File: src/rtl/bounded_counter.sv
// Up/down bounded counter with WRAP/SAT/BOUNCE/HOLD boundary modes, clamped load and boundary pulse.
// Optional event counter output enabled by defining BOUNDED_COUNTER_EVENTS_EN.
module bounded_counter #(
    parameter int unsigned WIDTH  = 8,
    parameter int unsigned STEP_W = 4,
    parameter int unsigned MAX    = 100,
    parameter int unsigned MIN    = 10,
    parameter int unsigned EV_W   = 8
) (
    input  logic              clk,
    input  logic              rst,
    input  logic              en,
    input  logic              set,
    input  logic [WIDTH-1:0]  din,
    input  logic [STEP_W-1:0] step,
    input  logic              up_down,
    input  logic [1:0]        mode,
    output logic [WIDTH-1:0]  count,
    output logic              dir,
    output logic              finish,
    output logic              bound_pulse
`ifdef BOUNDED_COUNTER_EVENTS_EN
    ,
    output logic [EV_W-1:0]   events
`endif
);

    localparam int unsigned CW = WIDTH + 2;

    typedef enum logic [1:0] {
        MODE_WRAP   = 2'd0,
        MODE_SAT    = 2'd1,
        MODE_BOUNCE = 2'd2,
        MODE_HOLD   = 2'd3
    } mode_e;

    localparam logic [WIDTH-1:0]     MIN_W   = WIDTH'(MIN);
    localparam logic [WIDTH-1:0]     MAX_W   = WIDTH'(MAX);
    localparam logic signed [CW-1:0] MIN_X   = CW'(MIN);
    localparam logic signed [CW-1:0] MAX_X   = CW'(MAX);
    localparam logic signed [CW-1:0] MAXP1_X = CW'(MAX + 1);
    localparam logic signed [CW-1:0] MINM1_X = CW'(longint'(MIN) - 1);

    // Reject bound sets that cannot be represented or are empty.
    if ((MIN >= MAX) || (64'(MAX) >= (64'd1 << WIDTH)) || (EV_W == 0)) begin : g_param_check
        $error("bounded_counter: require MIN < MAX < 2**WIDTH and EV_W > 0");
    end

    mode_e                  mode_q;
    logic                   eff_dir;
    logic signed [CW-1:0]   cnt_x;
    logic signed [CW-1:0]   step_x;
    logic signed [CW-1:0]   nxt_up;
    logic signed [CW-1:0]   nxt_dn;
    logic signed [CW-1:0]   wrap_up;
    logic signed [CW-1:0]   wrap_dn;
    logic [WIDTH-1:0]       din_clamped;
    logic [WIDTH-1:0]       count_d;
    logic                   dir_d;
    logic                   pulse_d;

    assign mode_q  = mode_e'(mode);
    assign cnt_x   = CW'(count);
    assign step_x  = CW'(step);
    assign nxt_up  = cnt_x + step_x;
    assign nxt_dn  = cnt_x - step_x;
    assign wrap_up = MIN_X + (nxt_up - MAXP1_X);
    assign wrap_dn = MAX_X - (MINM1_X - nxt_dn);
    assign eff_dir = (mode_q == MODE_BOUNCE) ? dir : up_down;

    assign din_clamped = (din < MIN_W) ? MIN_W :
                         (din > MAX_W) ? MAX_W : din;

    // Next-state: load beats enabled update; HOLD and disabled cycles only clear the pulse.
    always_comb begin
        count_d = count;
        dir_d   = dir;
        pulse_d = 1'b0;
        if (set) begin
            count_d = din_clamped;
            dir_d   = up_down;
        end else if (en && (mode_q != MODE_HOLD)) begin
            if (eff_dir) begin
                pulse_d = (nxt_up >= MAX_X);
                if (nxt_up <= MAX_X) begin
                    count_d = WIDTH'(nxt_up);
                end else if (mode_q == MODE_WRAP) begin
                    count_d = (wrap_up > MAX_X) ? MIN_W : WIDTH'(wrap_up);
                end else begin
                    count_d = MAX_W;
                end
            end else begin
                pulse_d = (nxt_dn <= MIN_X);
                if (nxt_dn >= MIN_X) begin
                    count_d = WIDTH'(nxt_dn);
                end else if (mode_q == MODE_WRAP) begin
                    count_d = (wrap_dn < MIN_X) ? MAX_W : WIDTH'(wrap_dn);
                end else begin
                    count_d = MIN_W;
                end
            end
            if (mode_q == MODE_BOUNCE) begin
                dir_d = pulse_d ? ~dir : dir;
            end else begin
                dir_d = up_down;
            end
        end
    end

    always_ff @(posedge clk or negedge rst) begin
        if (!rst) begin
            count       <= MIN_W;
            dir         <= 1'b1;
            bound_pulse <= 1'b0;
        end else begin
            count       <= count_d;
            dir         <= dir_d;
            bound_pulse <= pulse_d;
        end
    end

    assign finish = (count == MIN_W) || (count == MAX_W);

`ifdef BOUNDED_COUNTER_EVENTS_EN
    // Saturating count of boundary events since reset or last load.
    always_ff @(posedge clk or negedge rst) begin
        if (!rst) begin
            events <= '0;
        end else if (set) begin
            events <= '0;
        end else if (pulse_d && (events != {EV_W{1'b1}})) begin
            events <= events + EV_W'(1);
        end
    end
`endif

endmodule
File: config.mk
export PLATFORM = sky130hd
export DESIGN_NAME = bounded_counter
export DESIGN_NICKNAME = d
export VERILOG_FILES = /design/src/rtl/bounded_counter.sv
export SDC_FILE = /design/constraint.sdc
export NUM_CORES = 1
export LEC_CHECK = 0
export ABC_AREA = 0
export CORE_ASPECT_RATIO = 1.4
export CORE_MARGIN = 3
export CORE_UTILIZATION = 40
export CTS_CLUSTER_DIAMETER = 40
export DETAILED_ROUTE_END_ITERATION = 7
export GPL_TIMING_DRIVEN = 1
export SLEW_MARGIN = 40
export SYNTH_ARGS = -nofsm -noshare
export SYNTH_HDL_FRONTEND = slang
export SYNTH_SLANG_ARGS = --single-unit
File: constraint.sdc
create_clock -name clk -period 3.55 [get_ports clk]
set_clock_uncertainty 0.05 [all_clocks]
set_input_delay 0.71 -clock clk [delete_from_list [all_inputs] [get_ports clk]]
set_output_delay 0.71 -clock clk [all_outputs]
set_load 0.005 [all_outputs]
==> results of run 1 <==
-- through the flow --
stage / std cells / setup TNS [ns]
2_1_floorplan: 295 / 0
3_3_place_gp: 451 / -3.60
3_5_place_dp: 451 / -4.45
4_1_cts: 466 / 0
5_1_grt: 474 / 0
6_report: 474 / 0
-- logic make-up (layout without fill, tap and decap cells) --
family,Yosys count,after routing
muxes,5,5
adders and majority gates,15,15
and+or+nand+nor,117,117
buffers and inverters,28,143
AOI/OAI and AO/OA,105,105
xor gates and xnor gates,15,15
DFF,10,10
-- cell usage in the layout (no fill, tap or decap), types with 3 or more instances in the layout --
cell              n
a211oi_1          3
a211oi_2          3
a21o_1            6
a21oi_1          23
a21oi_2           3
a31oi_1           7
and2_1            6
and3_1            4
buf_4            93
clkbuf_8          4
clkdlybuf4s50_1  25
dfrtp_1           7
dfstp_2           3
ha_1              9
ha_4              4
inv_1            12
nand2_1          27
nand2b_1          3
nand3_1           6
nor2_1           38
nor2b_1           4
nor3_1            7
nor4_1            3
o21ai_0          11
o21ai_1           3
o31a_1            3
o31ai_1           5
xnor2_1           6
xnor2_2           3
xor2_1            3
-- how the worst max path moves through the flow --
stage / from / end / slack (ns)
3_5_place_dp: step[0] / count[6] / -0.64
5_1_grt: step[1] / count[6] / 0.008
2_1_floorplan: step[0] / count[2] / 0.004
4_1_cts: step[3] / count[0] / 0.008
6_report: step[1] / count[6] / 0.11
3_3_place_gp: step[0] / count[1] / -0.53
-- sequential cells by signal, summed over array words and instances (netlist names) --
| name | count |
|---|---|
| count | 8 |
| bound_pulse | 1 |
| dir | 1 |
-- layout make-up --
class,instances,area [sq um],area share
repair buffers,124,1010,0.290
flip-flops and latches,10,254,0.0731
inverters,15,56.3,0.0162
clock buffers,4,55.1,0.0158
multi-input cells,257,2020,0.582
well taps,64,80.1,0.0230
-- repair_timing --
item | in CTS | in global routing
resized for setup | 29 | 30
setup endpoints to repair | 8 | 7
setup buffers | 11 | 8
pin swaps | 22 | 28
-- critical path, stage by stage --
cell	delay, ns
clkdlybuf4s15_1	0.25
inv_1	0.11
ha_1	0.33
nor2_2	0.05
a221oi_4	0.22
buf_6	0.17
xnor2_4	0.12
or4_1	0.54
a21oi_1	0.15
o31a_1	0.19
a21o_4	0.13
o311ai_2	0.11
buf_4	0.15
a211o_1	0.27
-- per-layer routing --
layer | share of wire | routed length, um
met1 | 0.41 | 3300
met2 | 0.53 | 4200
met3 | 0.043 | 343
met4 | 0.015 | 116
met5 | 0 | 0
-- where the power goes --
part	leakage [uW]	internal (uW)	total [uW]	switching (uW)
Clock	0.0000288	97.9	147	49.3
Sequential	0.000118	135	189	53.3
Combinational	0.00133	795	1530	736
Total	0.00148	1030	1870	838
==> run summary, run 1 <==
worst r2r dst -> count[0]
pre-CTS setup slack -> -0.635 ns
FF+latch count, synth -> 10
Root Buffer -> clkbuf_8
Synth top area share -> 0.0830
period utilization -> 0.969
CTS tree -> built
Hold Fails Final Rpt -> 0
Hold Crit Endpoint -> dir
synth unique cells -> 70
post-route ant nets -> 0
via count -> 2700
First-pass DRT Iterations -> 4
design area -> 0.00347 sq mm
reg2reg start -> count[0]
Post-synth EDFFs -> 0
largest net degree at the start of global routing -> 19
Clock transition at path regs -> 0.05 ns
Die Ht -> 92.0 um
via/cell ratio -> 5.70
fin util -> 0.701
yosys warns -> 0
Simple-Gate Fraction of Synth Area -> 0.266
total power -> 1870 uW
Core ar. -> 0.00495 sq mm
class of the tightest hold or removal check -> flop to flop
Post-route DRC -> 0
r2r setup slk -> 0.27 ns
Worst setup EP type -> flop
FMAX -> 291 MHz
Post-Synth XOR/XNOR Area -> 0.0694
Max IR drop VDD -> 0.328 mV
post-synthesis sequential area ratio -> 0.120
run status -> finished clean
Mean Syn Cell Area -> 7.16 sq um
multiplexer share of the synthesized area -> 0.0255
most common cell in the netlist -> nor2_1
total grt overflow -> 0
Worst-Margin Slew -> 0.943 ns
Hold Path Depth -> 2
CP required -> 3.63 ns
Slew Viols, Final -> 0
Tot GR Track Use -> 0.254
fill count -> 446
met3 Track Usage GR -> 0.0196
Synth Area in Compound Gates -> 0.366
Max-slew headroom -> 0.371
# H-tree levels -> 1
Hold-fix buffers, CTS -> 0
CTS buffer count -> 3
R2R depth -> 15
met1 Use GR -> 0.316
synthesized area -> 0.00211 sq mm
met2 usage -> 0.457
top_reg_cell synth -> dfrtp_1
Placed Instance Area -> 0.00300 sq mm
CP arrival -> 3.52 ns
first-pass GRT wire length -> 12.2 mm
Syn Nets -> 329
largest family of logic cells by synthesized area -> compound AO/OA/AOI/OAI gates
Leak -> 0.00148 uW
clk buf depth -> 2
n_diodes -> 0
hold_ws -> 0.518 ns
crit path launch type -> input port
Synth area leader -> dfrtp_1
ys async rst share -> 1.00
PwrDens -> 537 mW/mm^2
Initial Utilization -> 0.426
Die X -> 67.4 um
total I/O pin count -> 30
HP Start -> dir
die area -> 0.00620 sq mm
Max-Cap Viols -> 0
# setup viols final -> 0
Detailed Place HPWL -> 5.81 mm
vias in the first global route -> 2553
clock latency on the worst-skew pair -> 0.24 ns
final WL -> 7.97 mm
Mapped Cells -> 295
# port buffers -> 29
critical setup path kind -> input port to flop
CTS Sinks -> 10
Final #Nets -> 445
RD Place Congestion -> 0.898
Initial DRC Count -> 143
largest cells by area after synthesis -> dfrtp_1 (8.3%), ha_1 (7.7%), nor2_1 (7.1%)
busiest layer in global routing -> met2
Area growth syn-to-layout -> 64.6%
final worst setup slack -> 0.108 ns
most frequent cells after synthesis -> nor2_1 (40), nand2_1 (27), a21oi_1 (25)
drt wl/cell -> 16.8 um
adder-cell area share of the yosys netlist -> 0.0960
worst-path fanout max -> 7
antenna violations before repair -> 0
RSZ-0062 raised after global routing -> false
share of cells above drive strength 1 -> 0.383
# rows -> 30
Tmin final -> 3.44 ns
Note: power is estimated with default switching activity, not from simulation.
==> inputs of run 2 (changes only) <==
--- a/config.mk
+++ b/config.mk
@@ -11,6 +11,7 @@
 export CORE_UTILIZATION = 40
 export CTS_CLUSTER_DIAMETER = 40
 export DETAILED_ROUTE_END_ITERATION = 7
+export GPL_ROUTABILITY_DRIVEN = 0
 export GPL_TIMING_DRIVEN = 1
 export SLEW_MARGIN = 40
 export SYNTH_ARGS = -nofsm -noshare
==> results of run 2 <==
No change in the layout: final DEF, timing and power equal those of run 1.
